### config.mk
export PLATFORM = sky130hd
export DESIGN_NAME = lzd_shift_ctrl
export DESIGN_NICKNAME = d
export VERILOG_FILES = /design/src/rtl/lzd_shift_ctrl.sv
export SDC_FILE = /design/constraint.sdc
export NUM_CORES = 1
export LEC_CHECK = 0
export BUFFER_PORTS_ARGS = -buffer_cell sky130_fd_sc_hd__buf_2
export CAP_MARGIN = 20
export CORE_UTILIZATION = 55
export DETAILED_ROUTE_END_ITERATION = 8
export MAX_ROUTING_LAYER = met4
export PLACE_DENSITY_LB_ADDON = 0.2
export REMOVE_ABC_BUFFERS = 1
export SYNTH_ARGS = -nofsm -noshare
export SYNTH_HDL_FRONTEND = slang
export SYNTH_SLANG_ARGS = --single-unit
### constraint.sdc
create_clock -name clk -period 3 [get_ports clk]
set_input_delay 0.15 -clock clk [delete_from_list [all_inputs] [get_ports clk]]
set_output_delay 0.15 -clock clk [all_outputs]
set_load 0.02 [all_outputs]
### src/rtl/lzd_shift_ctrl.sv
// lzd_shift_ctrl: segmented MSB-first leading-zero scan driving the mantissa shifter.
// Optional build: define LZD_EARLY_EXIT_EN to finish on the first one-bearing segment.
module lzd_shift_ctrl #(
  parameter int SW  = 26,
  parameter int EW  = 8,
  parameter int SEG = 4
) (
  input  logic          clk,
  input  logic          rst,
  input  logic          start_i,
  input  logic [SW:0]   Add_Subt_result_i,
  input  logic          ack_i,
  output logic          ready_o,
  output logic          valid_o,
  output logic [EW-1:0] Shift_Value_o,
  output logic          Left_Right_o,
  output logic          Zero_flag_o
);

  localparam int N_SEG  = (SW + SEG - 1) / SEG;
  localparam int LAST_W = (SW % SEG == 0) ? SEG : SW % SEG;
  localparam int IW     = $clog2(N_SEG + 1);

  typedef enum logic [1:0] {
    IDLE,
    SCAN,
    DONE
  } state_t;

  state_t         state_q, state_n;
  logic [SW-1:0]  data_q, data_n;
  logic [EW-1:0]  lz_q, lz_n;
  logic           found_q, found_n;
  logic [IW-1:0]  idx_q, idx_n;
  logic [EW-1:0]  sv_n;
  logic           lr_n, zf_n;

  logic [SEG-1:0] seg;
  logic [EW-1:0]  pos, seg_w, lz_sum;
  logic           has_one, last, early;

`ifdef LZD_EARLY_EXIT_EN
  assign early = has_one;
`else
  assign early = 1'b0;
`endif

  assign ready_o = (state_q == IDLE);
  assign valid_o = (state_q == DONE);

  // data_q is shifted up each scan cycle, so the window is always its top SEG bits;
  // the truncated last segment sees zero padding below its valid bits.
  always_comb begin
    seg     = data_q[SW-1 -: SEG];
    has_one = |seg;
    last    = (idx_q == IW'(N_SEG - 1));
    seg_w   = last ? EW'(LAST_W) : EW'(SEG);
    pos     = '0;
    for (int i = 0; i < SEG; i++) begin
      if (seg[i]) pos = EW'(SEG - 1 - i);
    end
    if (found_q)      lz_sum = lz_q;
    else if (has_one) lz_sum = lz_q + pos;
    else              lz_sum = lz_q + seg_w;
  end

  always_comb begin
    state_n = state_q;
    data_n  = data_q;
    lz_n    = lz_q;
    found_n = found_q;
    idx_n   = idx_q;
    sv_n    = Shift_Value_o;
    lr_n    = Left_Right_o;
    zf_n    = Zero_flag_o;
    unique case (state_q)
      IDLE: begin
        if (start_i) begin
          data_n  = Add_Subt_result_i[SW-1:0];
          lz_n    = '0;
          found_n = 1'b0;
          idx_n   = '0;
          if (Add_Subt_result_i[SW]) begin
            state_n = DONE;
            sv_n    = EW'(1);
            lr_n    = 1'b0;
            zf_n    = 1'b0;
          end else begin
            state_n = SCAN;
          end
        end
      end
      SCAN: begin
        data_n  = data_q << SEG;
        lz_n    = lz_sum;
        found_n = found_q | has_one;
        idx_n   = idx_q + 1'b1;
        if (last || early) begin
          state_n = DONE;
          sv_n    = found_n ? lz_sum : '0;
          lr_n    = 1'b1;
          zf_n    = ~found_n;
        end
      end
      DONE: begin
        if (ack_i) state_n = IDLE;
      end
      default: state_n = IDLE;
    endcase
  end

  always_ff @(posedge clk or negedge rst) begin
    if (!rst) begin
      state_q       <= IDLE;
      data_q        <= '0;
      lz_q          <= '0;
      found_q       <= 1'b0;
      idx_q         <= '0;
      Shift_Value_o <= '0;
      Left_Right_o  <= 1'b0;
      Zero_flag_o   <= 1'b0;
    end else begin
      state_q       <= state_n;
      data_q        <= data_n;
      lz_q          <= lz_n;
      found_q       <= found_n;
      idx_q         <= idx_n;
      Shift_Value_o <= sv_n;
      Left_Right_o  <= lr_n;
      Zero_flag_o   <= zf_n;
    end
  end

endmodule

Word level (Yosys, flattened, before mapping)
Cells that the tools add are included.
- bits in registers: 50
- latch bits: 0
- RAM bits: 0
- ROM bits: 0
- input bits: 31
- output and inout port bits: 12
- logic and storage cells: 57
- memories: 0
- $add $sub $neg: 3
- $mul: 0
- div/mod/pow operators: 0
- $lt $le $gt $ge: 0
- equal/unequal tests: 7
- shifts and indexed selects: 0
- mux-type cells: 31
- bitwise operators: 2
- reductions and logical operators: 6
- operator list (kind ; count):
    $mux 8 ; 7
    $pmux 26 s2 ; 1
    $pmux 8 s2 ; 2
    $mux 26 ; 1
    $mux 2 ; 8
    $add 8x3->8 ; 1
    $add 8x8->8 ; 1
    $ne 2x2->1 const B ; 4
    $mux 3 ; 2
    $pmux 1 s2 ; 3
    $pmux 2 s3 ; 1
    $pmux 3 s2 ; 1
    $mux 1 ; 5
    $reduce_and 4->1 ; 1
    $reduce_or 4->1 ; 1
    $add 3x1->3 const B ; 1
    $eq 3x3->1 const B ; 1
    $reduce_and 3->1 ; 1
    $eq 2x1->1 const B ; 1
    $eq 2x2->1 const B ; 1
    $logic_not 2->1 ; 1
    $reduce_and 2->1 ; 1
    $reduce_bool 2->1 ; 1
    $not 1->1 ; 1
    $or 1x1->1 ; 1

Logic depth before layout (Yosys ltp)
Gate-level depths: netlist of run 1.
- depth in word-level cells: 10
- gate-level depth with buffers: 10
- depth with buffers taken out: 10

Worst setup path after synthesis of run 1
Ideal clock, no wire load.
- kind: reg2reg
- start: reg data_q[23]
- end: reg Shift_Value_o[5]
- library setup time: 0.125 ns
- data arrival time: 2.159 ns
- slack: 0.716 ns
- cell stages (with the launch flop): 9
- buffers on the path: 0
- cells stage by stage: dfrtp_1 -> or4_4 -> a21oi_2 -> nor3_2 -> ha_1 -> a211oi_2 -> and4bb_1 -> xnor2_1 -> o21ai_1
- cells in the longest elaborated chain, start to end: 9
- elaborated cells on any way between the ends: 11
- classes of those cells: add/sub: 1; mux: 8; bitwise: 1; reduce/logical: 1
- ends and longest elaborated chain (element ; RTL line ; source):
    start, declared ; 31 ; logic [SW-1:0] data_q, data_n;
    start signal, assigned ; 124 ; data_q <= data_n;
    $mux 2 (3 in a row) ; 60 ; if (seg[i]) pos = EW'(SEG - 1 - i);
    $add 8x8->8 ; 63 ; else if (has_one) lz_sum = lz_q + pos;
    $mux 8 ; 63 ;
    $mux 8 ; 62 ; if (found_q) lz_sum = lz_q;
    $mux 8 * ; 100 ; sv_n = found_n ? lz_sum : '0;
    $mux 8 * ; 98 ; if (last || early) begin
    $pmux 8 s2 * ; 76 ; unique case (state_q)
    end signal, assigned ; 128 ; Shift_Value_o <= sv_n;
    end, declared ; 15 ; output logic [EW-1:0] Shift_Value_o,
Every way passes the cells marked *; elsewhere a longest branch is shown, timed or not. The select of a mux whose other input is x is not followed.
A chain may end at the register's enable or synchronous reset.

Final worst setup path of run 1
- start: reg data_q[23]
- end: reg lz_q[5]
- cells in the longest elaborated chain, start to end: 7
- elaborated cells on any way between the ends: 8
- classes of those cells: add/sub: 1; mux: 6; reduce/logical: 1
- ends and longest elaborated chain (element ; RTL line ; source):
    $mux 2 (3 in a row) ; 60 ;
    $add 8x8->8 ; 63 ;
    $mux 8 * ; 63 ;
    $mux 8 * ; 62 ;
    $pmux 8 s2 * ; 76 ;
    end signal, assigned ; 125 ; lz_q <= lz_n;
    end, declared ; 32 ; logic [EW-1:0] lz_q, lz_n;
Every way passes the cells marked *; elsewhere a longest branch is shown, timed or not.

==> impl_metrics.ini, run 1 <==
[global_routing]
grt_pass1_vias = 1815
overflow = 0
grt_start_max_net_pins = 51
antenna_found_initial = 0
grtUsageTotal = 0.234
grt_first_pass_wirelength_um = 7780

[clock_tree]
clkTransAtPathRegs_ns = 0.09
cts_max_level = 2
cts_buffers = 5
postCtsHoldBufs = 0
cts_tree = built
cts_setup_buffers = 0
clock-sinks = 50
cts_root_buffer = clkbuf_8
cts-resized-gates = 0
cts_buffer_depth = 2
clk-insertion-delay-late_ns = 0.30

[sta]
fin_ws_ns = 0.559
setup_viol = 0
hold_violations = 0
tns_ns = 0
skew_ns = 0.00893
tightest_slew_ns = 0.593
report.final.slew_viol_count = 0
max_freq_mhz = 410
min_period_ns = 2.44
rsz0062_at_grt = no
relSlewSlack = 0.605
fin_crit_sh = 0.814

[layout]
fillers = 347
fin_cells = 327
nets = 315
syn_to_final_growth_pct = 13.2
antenna_cells = 0
layout_commonest_cell = dfrtp_1
final_cell_area_um2 = 2790
drive_gt1_frac = 0.227
final_cell_mix = dfrtp_1, nand2_1, buf_2

[worst_setup_path]
crit_required_ns = 3.17
path_max_fanout = 3
crit_path_end_kind = register
crit_type = register to register
cp-start-kind = register
crit_arrival_ns = 2.61

[drt]
ant_nets = 0
routed_via_density = 5.43
wl_per_cell_um = 13.8
num_vias = 1775
drtIter0Drc = 84
drcViolationCount = 0
drtPass1Iterations = 4
finalWirelength_um = 4510

[synthesis]
ys.warnings.count = 0
synthesis.instances = 238
ys_ff_latch = 50
synth_edf_count = 0
ys_types = 42
synth_area_um2 = 2460
synth_ff_type = dfrtp_1
async_flop_share = 1.00
avgSynthCellArea_um2 = 10.4
ys_seq_area_frac = 0.508

[place]
port_buffers = 42
gp_congestion = 0.801
place_area_um2 = 2680
post-place-cells = 319
hpwl_um = 3130
place_ws_ns = 0.570

[floorplan]
coreArea_um2 = 4140
die_width_um = 68.9
initial_utilization = 0.595
ios = 43
fp-row-count = 23
fp.dieArea_um2 = 4750
die-height_um = 68.9

[hold_path]
hold_class = primary input to register

[power_and_ir_drop]
irDropWorstVdd_uv = 507
cellPowerDensity_nw_per_um2 = 882
p_leak_nw = 1.32

[status]
status = finished, final reports clean

[flow_run]
maxCapViolCount = 0
==> cell families after synthesis <==
family          synth area share
simple gates               0.141
buf+inv                   0.0472
fa+ha+maj                 0.0335
xor+xnor                  0.0178
flops                      0.508
mux                       0.0940
compound gates             0.159
==> power breakdown <==
part	internal, W	switching (W)	total [W]
logic	0.000422	0.000564	0.000986
registers	0.000898	0.000188	0.00109
clock network	0.000178	0.000208	0.000387
total	0.00150	0.000961	0.00246
==> area by class of cell <==
class | instances | area (um2) | area share
clock buffer | 6 | 82.6 | 0.0296
inverter | 8 | 30.0 | 0.0108
multi-input combinational | 167 | 1110 | 0.397
sequential | 50 | 1250 | 0.449
tap | 50 | 62.6 | 0.0224
timing repair buffer | 46 | 255 | 0.0916
==> flip-flops by register name (all words and copies together), names as in the netlist <==
| name | flops |
|---|---|
| found_q | 1 |
| idx_q | 3 |
| lz_q | 8 |
| data_q | 26 |
| Shift_Value_o | 8 |
| state_q | 2 |
| Zero_flag_o | 1 |
| Left_Right_o | 1 |
==> critical path, stage by stage (launching register included) <==
cell	delay, ns
dfrtp_1	0.40
or4_4	0.59
a21oi_2	0.18
nor3_2	0.07
ha_1	0.28
a211oi_2	0.29
and4bb_1	0.23
xnor2_1	0.19
o21ai_1	0.08
==> synthesized netlist by cell type (2+ instances only) <==
| master | number | area share |
|---|---|---|
| dfrtp_1 | 50 | 0.51 |
| nand2_1 | 42 | 0.064 |
| o21ai_1 | 38 | 0.077 |
| mux2i_1 | 22 | 0.089 |
| a22o_1 | 7 | 0.025 |
| inv_1 | 7 | 0.011 |
| nor2_1 | 7 | 0.011 |
| buf_2 | 6 | 0.012 |
| a21oi_1 | 5 | 0.010 |
| ha_1 | 5 | 0.025 |
| nor2b_1 | 5 | 0.013 |
| a21o_1 | 3 | 0.0091 |
| buf_6 | 3 | 0.014 |
| nand2b_1 | 3 | 0.0076 |
| xnor2_1 | 3 | 0.011 |
| buf_4 | 2 | 0.0061 |
| clkbuf_1 | 2 | 0.0030 |
| nor3_2 | 2 | 0.0081 |
| o21ai_0 | 2 | 0.0041 |
| xor2_1 | 2 | 0.0071 |
==> metal layers <==
| metal | vias up | global-route usage | wire, um | part of all wire |
|---|---|---|---|---|
| met5 | - | - | 0 | 0 |
| met1 | 844 | 0.273 | 2220 | 0.49 |
| met4 | 0 | 0.112 | 85 | 0.019 |
| li1 | 893 | - | - | - |
| met2 | 30 | 0.390 | 2090 | 0.46 |
| met3 | 8 | 0.0395 | 117 | 0.026 |
==> stage by stage <==
| stage | hold WS (ns) | util | power, W |
|---|---|---|---|
| final | 0.00990 | 0.673 | 0.00246 |
| after global routing | 0.0197 | 0.673 | 0.00266 |
| after CTS | 0.00498 | 0.665 | 0.00248 |
| after detailed placement | 0.336 | 0.646 | 0.00209 |
| after global placement | 0.326 | 0.646 | 0.00206 |
| after floorplan | -0.146 | - | 0.00182 |
==> path summary, 6_finish.rpt <==
path / to / slack [ns] / from / depth (start not counted)
worst max-delay path: lz_q[5]$_DFFE_PN0P_ / 0.56 / data_q[23]$_DFFE_PN0P_ / 8
worst min-delay path: state_q[1]$_DFFE_PN0P_ / 0.01 / ack_i / 2
worst max register to register: lz_q[5]$_DFFE_PN0P_ / 0.56 / data_q[23]$_DFFE_PN0P_ / 8
worst min register to register: Shift_Value_o[4]$_DFFE_PN0P_ / 0.49 / Shift_Value_o[4]$_DFFE_PN0P_ / 2
max in group asynchronous: data_q[23]$_DFFE_PN0P_ / 2.14 / rst / 3
min in group asynchronous: Shift_Value_o[4]$_DFFE_PN0P_ / 0.34 / rst / 2
Note: power is estimated with default switching activity, not from simulation.
==> run 2, diff against run 1 <==
==> constraint.sdc (replaced) <==
create_clock -name clk -period 2.4 [get_ports clk]
set_input_delay 0.12 -clock clk [delete_from_list [all_inputs] [get_ports clk]]
set_output_delay 0.12 -clock clk [all_outputs]
set_load 0.02 [all_outputs]
==> run 2 against run 1 <==
Cell count up 2.4%; sequential cell count stayed put; utilization rose by 2.4 points.
==> impl_metrics.ini, run 2 (synthesized netlist as in run 1, its figures left out) <==
[status]
status = finished, final reports clean

[drt]
drcViolationCount = 0
wl_per_cell_um = 13.7
routed_via_density = 5.32
finalWirelength_um = 4600
num_vias = 1781
drtIter0Drc = 111
drtPass1Iterations = 4
ant_nets = 0

[clock_tree]
cts_max_level = 2
cts_buffer_depth = 2
clock-sinks = 50
clk-insertion-delay-late_ns = 0.30
clkTransAtPathRegs_ns = 0.09
cts_buffers = 5
cts_root_buffer = clkbuf_8
cts_tree = built

[worst_setup_path]
r2r-end = lz_q[5]$_DFFE_PN0P_
cp-start-kind = register
rr_startpoint = data_q[23]$_DFFE_PN0P_
crit_required_ns = 2.57
reg2reg_slack_ns = 0.14
path_max_fanout = 3
crit_type = register to register
crit_path_end_kind = register
r2r.worst_path.cells = 7
crit_arrival_ns = 2.43

[sta]
skew_ns = 0.00563
tns_ns = 0
rsz0062_at_grt = no
setup_viol = 0
hold_violations = 0
relSlewSlack = 0.455
fin_crit_sh = 0.942
tightest_slew_ns = 0.818
report.final.slew_viol_count = 0
min_period_ns = 2.26
max_freq_mhz = 443

[floorplan]
die_width_um = 68.9
die-height_um = 68.9
ios = 43
coreArea_um2 = 4140
fp-row-count = 23
fp.dieArea_um2 = 4750
initial_utilization = 0.595

[layout]
largest_register_ffs = 26
regMostFlops = data_q
reg_top3 = data_q x26, Shift_Value_o x8, lz_q x8
layout_commonest_cell = dfrtp_1
final_cell_mix = dfrtp_1, nand2_1, buf_2
antenna_cells = 0
syn_to_final_growth_pct = 17.2
nets = 321
fillers = 344
fin_util = 0.697
drive_gt1_frac = 0.253

[flow_run]
maxCapViolCount = 0

[power_and_ir_drop]
irDropWorstVdd_uv = 606
cellPowerDensity_nw_per_um2 = 1120
p_total_w = 0.00323
p_leak_nw = 1.36

[hold_path]
hold_path_end = data_q[3]$_DFFE_PN0P_
hold_start = Add_Subt_result_i[3]
hold_class = primary input to register
hold_path_depth = 2

[place]
hpwl_um = 3370
port_buffers = 42
gp_congestion = 0.864

[global_routing]
antenna_found_initial = 0
overflow = 0
grt_first_pass_wirelength_um = 8070
grt_pass1_vias = 1804
grt_start_max_net_pins = 39
grtUsageTotal = 0.241
run 2: worst max-delay path, cell delays in order, from the launching register on:
cell and delay, ns:
dfrtp_1 0.40, or4_4 0.56, a21oi_4 0.18, ha_2 0.31, nor2_1 0.20, and4bb_1 0.27
xnor2_2 0.14, o21ai_1 0.07
run 2: report_power, final:
| part | internal, W | leakage [nW] | total (W) | switching [W] |
|---|---|---|---|---|
| Combinational | 0.000619 | 0.667 | 0.00138 | 0.000758 |
| Sequential | 0.00112 | 0.644 | 0.00136 | 0.000238 |
| Clock | 0.000233 | 0.0482 | 0.000493 | 0.000261 |
run 2: how the worst max path moves through the flow:
stage / start / endpoint / slack, ns / depth (start not counted)
2_1_floorplan: state_q[0]$_DFFE_PN0P_ / Shift_Value_o[1]$_DFFE_PN0P_ / -0.09 / 3
3_3_place_gp: data_q[23]$_DFFE_PN0P_ / lz_q[5]$_DFFE_PN0P_ / 0.09 / 8
3_5_place_dp: data_q[23]$_DFFE_PN0P_ / lz_q[5]$_DFFE_PN0P_ / 0.02 / 8
4_1_cts: data_q[23]$_DFFE_PN0P_ / lz_q[5]$_DFFE_PN0P_ / 0.006 / 8
5_1_grt: data_q[23]$_DFFE_PN0P_ / lz_q[5]$_DFFE_PN0P_ / 0.02 / 7
6_report: data_q[23]$_DFFE_PN0P_ / lz_q[5]$_DFFE_PN0P_ / 0.14 / 7
run 2: final cells by class:
cell class / count / area [um2] / area share
Inverter: 8 / 30.0 / 0.0104
Sequential cell: 50 / 1250 / 0.433
Timing Repair Buffer: 52 / 303 / 0.105
Clock inverter: 1 / 5.00 / 0.00173
Tap cell: 50 / 62.6 / 0.0217
Clock buffer: 7 / 86.3 / 0.0299
Multi-Input combinational cell: 167 / 1150 / 0.398
run 2: what timing repair did:
item / 4_1_cts / 5_1_grt
resized for setup: 0 / 6
hold buffers: 2 / 0
buffers inserted: 0 / 1
endpoints found under the hold margin: 37 / 0
endpoints found under the setup margin: 0 / 4
run 2: through the flow:
stage	setup slack, ns	instances	hold WS, ns	cell area, um2
4_1_cts	0.00615	334	0.0248	2840
5_1_grt	0.0249	335	0.0182	2890
3_5_place_dp	0.0179	324	0.267	2730
3_3_place_gp	0.0865	324	0.258	2730
6_report	0.140	335	0.0298	2890
2_1_floorplan	-0.0914	225	-0.176	2380
run 2: metal layers:
metal,vias to the layer above,GRT usage,part of all wire
met5,-,-,0
met1,829,0.281,0.46
met4,0,0.0816,0.014
li1,910,-,-
met3,6,0.0510,0.040
met2,36,0.411,0.48
